<file path="config.mk">
export PLATFORM = sky130hd
export DESIGN_NAME = result_queue
export DESIGN_NICKNAME = d
export VERILOG_FILES = /design/src/rtl/result_queue.sv
export SDC_FILE = /design/constraint.sdc
export NUM_CORES = 2
export LEC_CHECK = 0
export BUFFER_PORTS_ARGS = -buffer_cell sky130_fd_sc_hd__buf_2
export CAP_MARGIN = 10
export CORE_AREA = 2 2 389 391
export DETAILED_ROUTE_END_ITERATION = 10
export DIE_AREA = 0 0 391 393
export MAX_ROUTING_LAYER = met4
export PLACE_DENSITY = 0.75
export SETUP_SLACK_MARGIN = 0.5
export SLEW_MARGIN = 0
export SYNTH_ARGS = -nofsm -noshare
export SYNTH_HDL_FRONTEND = slang
export SYNTH_SLANG_ARGS = --single-unit
</file>
<file path="constraint.sdc">
create_clock -name clk -period 7.35 [get_ports clk]
set_clock_uncertainty 0.1 [all_clocks]
set_input_delay 0.3675 -clock clk [delete_from_list [all_inputs] [get_ports clk]]
set_output_delay 0.3675 -clock clk [all_outputs]
set_load 0.05 [all_outputs]
</file>
<file path="src/rtl/result_queue.sv">
// result_queue: expected-result FIFO between the golden model and the scoreboard.
// Show-ahead head output, separate occupancy counter, sticky overflow/underflow
// flags and running push/pop totals. Storage array is intentionally not reset.
module result_queue #(
  parameter int unsigned DEPTH = 16,
  parameter int unsigned AW    = 4
) (
  input  logic          clk,
  input  logic          rst_n,
  input  logic          clear,
  input  logic          push,
  input  logic [127:0]  push_data,
  input  logic          generator_require,
  output logic [127:0]  generator_result,
  output logic          full,
  output logic          empty,
  output logic [AW:0]   count,
  output logic          overflow,
  output logic          underflow,
  output logic [31:0]   pushed_total,
  output logic [31:0]   popped_total
);

  localparam logic [AW:0] FULL_COUNT = DEPTH[AW:0];

  logic [127:0]  mem [DEPTH];
  logic [AW-1:0] wr_ptr;
  logic [AW-1:0] rd_ptr;
  logic          pop_ok;
  logic          push_ok;

  // A pop frees a slot in the same cycle, so a push into a full queue still lands.
  always_comb begin
    pop_ok  = generator_require & ~empty;
    push_ok = push & (~full | pop_ok);
  end

  // Status and head output derive from registers only.
  always_comb begin
    full             = (count == FULL_COUNT);
    empty            = (count == '0);
    generator_result = empty ? '0 : mem[rd_ptr];
  end

  // Storage write; no reset so the array maps onto plain registers.
  always_ff @(posedge clk) begin
    if (!clear && push_ok) begin
      mem[wr_ptr] <= push_data;
    end
  end

  // Pointers, occupancy, sticky flags and totals.
  always_ff @(posedge clk or negedge rst_n) begin
    if (!rst_n) begin
      wr_ptr       <= '0;
      rd_ptr       <= '0;
      count        <= '0;
      overflow     <= 1'b0;
      underflow    <= 1'b0;
      pushed_total <= '0;
      popped_total <= '0;
    end else if (clear) begin
      wr_ptr       <= '0;
      rd_ptr       <= '0;
      count        <= '0;
      overflow     <= 1'b0;
      underflow    <= 1'b0;
      pushed_total <= '0;
      popped_total <= '0;
    end else begin
      if (push_ok) begin
        wr_ptr       <= wr_ptr + 1'b1;
        pushed_total <= pushed_total + 32'd1;
      end
      if (pop_ok) begin
        rd_ptr       <= rd_ptr + 1'b1;
        popped_total <= popped_total + 32'd1;
      end
      if (push_ok && !pop_ok) begin
        count <= count + 1'b1;
      end else if (pop_ok && !push_ok) begin
        count <= count - 1'b1;
      end
      if (push && full && !pop_ok) begin
        overflow <= 1'b1;
      end
      if (generator_require && empty) begin
        underflow <= 1'b1;
      end
    end
  end

endmodule

</file>
Yosys cells after proc, flatten, opt, wreduce, memory -nomap -nowiden
Memories as Yosys holds them, arrays and structs flattened.
Index checks and enable logic that the tools add are counted.
{"block": "classes", "n_addsub": 6, "n_eq_ne": 1, "n_mux": 18, "bitwise_logic": 5, "n_reduce_logical": 15}
{"cell": "$mux W128", "n": 1}
{"cell": "$mux W32", "n": 4}
{"cell": "$add A32 B1 Y32 const B", "n": 2}
{"cell": "$mux W4", "n": 4}
{"cell": "$mux W5", "n": 3}
{"cell": "$add A4 B1 Y4 const B", "n": 2}
{"cell": "$reduce_bool A2 Y1", "n": 4}
{"cell": "$logic_and A1 B1 Y1", "n": 6}
{"cell": "$mux W1", "n": 6}
{"cell": "$add A5 B1 Y5 const B", "n": 1}
{"cell": "$eq A5 B5 Y1 const B", "n": 1}
{"cell": "$logic_not A5 Y1", "n": 1}
{"cell": "$sub A5 B1 Y5 const B", "n": 1}
{"cell": "$logic_not A1 Y1", "n": 3}
{"cell": "$reduce_bool A3 Y1", "n": 1}
{"cell": "$and A1 B1 Y1", "n": 2}
{"cell": "$not A1 Y1", "n": 2}
{"cell": "$or A1 B1 Y1", "n": 1}
{"block": "totals", "register_bits": 79, "mem_bits_rw": 2048, "input_bits": 133, "out_inout_bits": 201, "wordCells": 53, "mem_count": 1}
{"memory": "mem", "words": 16, "word_bits": 128, "read_ports": 1, "rd_ports_with_merged_regs": 0, "wr": 1, "line_no": "26", "text": "logic [127:0] mem [DEPTH];"}

Depth between registers and ports, before layout
{"block": "logic_depth", "word_depth": 10, "mapped_depth": 9, "mapped_depth_nobuf": 7}

Worst setup path before layout
OpenSTA, ideal clock, no wires.
{"block": "synth_path", "path_type": "reg-to-reg", "from": "register count[0]", "to": "memory mem[12][0] (enable)", "setup_time_ns": 0.617, "arrival_time_ns": 6.978, "required_ns": 6.633, "setup_slack_ns": -0.345, "path_stages_with_launch": 8, "path_buffers": 3, "period_less_slack_ns": 7.695, "path_cell_list": "dfrtp_1 > or4_4 > buf_6 > buf_6 > o21a_1 > buf_2 > nand2_1 > nor2_1"}
{"block": "synth_via", "elab_chain_cells": 8, "elab_cells_between_ends": 10, "cone_classes": "eq/ne (1); mux (2); bitwise (5); reduce/logical (2)"}
{"element": "from (decl)", "line_no": "17", "text": "output logic [AW:0] count,"}
{"element": "from (signal assigned)", "line_no": "80", "text": "count <= count + 1'b1;"}
{"element": "from (signal assigned)", "line_no": "82", "text": "count <= count - 1'b1;"}
{"element": "$logic_not A5 Y1", "line_no": "41", "text": "empty = (count == '0);"}
{"element": "$not A1 Y1", "line_no": "34", "text": "pop_ok = generator_require & ~empty;"}
{"element": "$and A1 B1 Y1", "line_no": "34"}
{"element": "$or A1 B1 Y1 *", "line_no": "35", "text": "push_ok = push & (~full | pop_ok);"}
{"element": "$and A1 B1 Y1 *", "line_no": "35"}
{"element": "$logic_and A1 B1 Y1 *", "line_no": "47", "text": "if (!clear && push_ok) begin"}
{"element": "$mux W1 *", "line_no": "47"}
{"element": "$mux W1 (not written as such) *", "line_no": "48", "text": "mem[wr_ptr] <= push_data;"}
{"element": "to (decl)", "line_no": "26"}
Every way passes the cells marked *; elsewhere a longest branch is shown, timed or not.

Worst setup path after layout
{"block": "layout_path", "from": "register count[1]", "to": "output port generator_result[39]"}
{"block": "layout_via", "elab_chain_cells": 2}
{"element": "$logic_not A5 Y1", "line_no": "41"}
{"element": "$mux W128", "line_no": "42", "text": "generator_result = empty ? '0 : mem[rd_ptr];"}
{"element": "to (decl)", "line_no": "14", "text": "output logic [127:0] generator_result,"}
Every way passes these cells.

==> metrics <==
status complete, no violations; Syn-to-layout area delta 14.6%; synthesis-stage register bit count between 2000 and 2500; Max-Slew Margin vs Limit 0.267; io pins 334; Peak Freq 211 MHz; CTS Sinks 2127; cell internal pwr 21.4 mW; crit path launch type flop; pwr dens around 320 mW/mm2; Power Total 29.8 mW; initial core utilization 0.548; cts bufs inserted 202; predominant post-synthesis flop cell edfxtp_1; synthesized instance count 3622; syn_nets 3767; DRT Pass-1 Iters 5; final setup violation count 0; vias in the first global route between 40000 and 50000; clock buffer depth 3; post-synth top area share 0.752; Die W 391 um; largest net degree at the start of global routing 151; synthesized area around 0.08 mm2; Post-Route WL 186 mm; Seq pwr share 0.455; GRT overflow 0; CP max FO 31; num rows roughly 140; Detail Route Antenna Nets 0; CTS tree done; max cap viols 0; RD Place Congestion 0.821; DRT iter0 DRCs 4036; Placed Instances approximately 5800; Avg Vias per Cell 6.38; I/O Buffers 333; gr usage total 0.252; Clk Latency, worst-skew pair ~830 ps; CORE AREA 0.149 mm2; full die area 0.154 mm2; dpl hpwl approximately 94 mm; layout cells sized above 1 0.288; grt peak-use layer met2; Syn. warnings 0; max-slew violations 0; combinational share of power 0.204; filler cell count between 9000 and 10000; setup bufs post-CTS 0; Net Sw Frac 0.282; Root Driver clkbuf_16; Vias 40026; r2r worst-path depth 6; Post-synth EDFFs 2048; Crit path required time 6880 ps; critical path type reg2out; Leak 29.2 nW; GR met1 Demand/Resource 0.345; CP max stage delay 770 ps; Critical Path, Cell by Cell or4_4, nor2_1, or2_2, buf_4, o22ai_1, buf_2; htree depth 4; Tightest Pin Transition about 1100 ps; clock network power share 0.341; leading cell type by number of instances after synthesis edfxtp_1; met3 Use GR 0.0641; slowest CP cell or4_4; Final Hold Viols 0; Worst EP arrival 4280 ps; clock-pin slew on the worst setup and hold paths 60 ps; post-route insts no fill 6274; final period utilization 0.646; RSZ-0062 raised after global routing false; final design utilization 0.628; die height between 300 and 400 um; area occupied by multi-input gates 0.0176 mm2; Synth async-reset ratio 0.0371; initial antenna violation count 21; fin crit period 4750 ps; routed len/inst 29.6 um; nature of the critical path endpoint output pin; Switching Power 8.42 mW; Synth area leader edfxtp_1; Synth cell types 51; Mean Syn Cell Area 22.6 um2; Storage cell area 0.0635 mm2; most frequent cells after synthesis 2048 x edfxtp_1, 512 x mux4_2, 260 x mux2i_1; Max VDD drop 0.245 mV; min-delay worst type in2async; met2 Track Usage GR 0.384; first-pass GRT wire length 272 mm; largest cells by area after synthesis edfxtp_1 75%, mux4_2 14%, mux2i_1 3.2%; DRC viols 0; Seq/Total Area, Yosys 0.776; nets@finish 4292
per-layer routing:
metal | up-vias | wire length, um
met5 | - | 0
met3 | 254 | 18200
met2 | 1985 | 90300
met1 | 21280 | 73300
li1 | 16507 | -
met4 | 0 | 4120
layout make-up:
class | instances | area share
Sequential cell | 2127 | 0.677
Multi-Input combinational cell | 1288 | 0.188
Clock buffer | 242 | 0.0562
Timing Repair Buffer | 521 | 0.0393
Tap cell | 1944 | 0.0259
Clock inverter | 124 | 0.0128
Antenna cell | 21 | 0.000561
Inverter | 7 | 0.000280
registers in the layout, indices dropped and copies added (netlist names):
| name | count |
|---|---|
| count | 5 |
| mem | 2048 |
| overflow | 1 |
| popped_total | 32 |
| pushed_total | 32 |
| rd_ptr | 4 |
| underflow | 1 |
| wr_ptr | 4 |
worst paths after layout:
| path | startpoint | to | slack (ps) |
|---|---|---|---|
| min in group clk | push_data[126] | mem[7][126]$_DFFE_PP_ | 350 |
| hold reg to reg | overflow$_DFFE_PN0P_ | overflow$_DFFE_PN0P_ | 390 |
| setup reg to reg | count[4]$_DFFE_PN0P_ | mem[4][109]$_DFFE_PP_ | 3320 |
| setup / recovery | count[1]$_DFFE_PN0P_ | generator_result[39] | 2600 |
| hold / removal | rst_n | pushed_total[26]$_DFFE_PN0P_ | 140 |
| max in group asynchronous | rst_n | rd_ptr[0]$_DFFE_PN0P_ | 6220 |
metrics by stage:
step	hold WS (ps)	setup WS (ps)	setup TNS, ps	instance area (um2)
2_1_floorplan	-28.1	-345	-568470	81800
3_5_place_dp	382	3350	0	85900
4_1_cts	163	2560	0	93700
6_report	139	2600	0	93800
3_3_place_gp	373	3480	0	85900
5_1_grt	213	2410	0	93700
power by group through the flow:
stage                     logic, mW  registers [mW]  clock network [mW]
after floorplan                4.47            13.8                   0
after global placement         6.02            13.8                   0
after detailed placement       6.06            13.8                   0
after CTS                      6.16            13.6                10.3
after global routing           6.45            13.6                10.8
final                          6.09            13.6                10.2
critical path: cells and delay by family (launching register included):
| family | cells | cell delay, ps |
|---|---|---|
| compound gates | 1 | 240 |
| flops | 1 | 450 |
| buf+inv | 2 | 870 |
| simple gates | 3 | 1850 |
cell families (layout without fill, tap and decap cells):
group,count (synthesis),in the layout,share of synthesized area
DFF,2127,2127,0.776
muxes,791,791,0.175
and+or+nand+nor,232,232,0.0154
AOI/OAI and AO/OA,229,229,0.0180
buffers and inverters,207,894,0.0110
xor gates and xnor gates,24,24,0.00257
adders and majority gates,12,12,0.00193
other,0,21,0
layout by cell type, fill, tap and decap left out, drive strengths merged, types with 2 or more instances in the layout:
cell type and n:
edfxtp 2048, a211oi 2, bufinv 19, clkinv 87, xnor2 4, nor2 67
o21ai 16, ha 11, nand2b 3, nand3 18, mux2i 260, nor2b 16
diode 21, mux4 512, mux2 19, o22ai 128, or2 4, xor2 20
or4 23, nand2 25, buf 389, o2111ai 7, dlygate4sd3 132, clkinvlp 6
nand4 17, and3 9, inv 19, clkbuf 242, a21oi 37, o31ai 21
nor4 8, o211ai 13, dfrtp 79, nor3 11, or3 13, and4 14
repair_timing:
item                      in CTS  in global routing
hold endpoints to repair    2152                  0
gates resized for setup        0                  0
hold buffers                 132                  0
(Power assumes the default switching activity.)
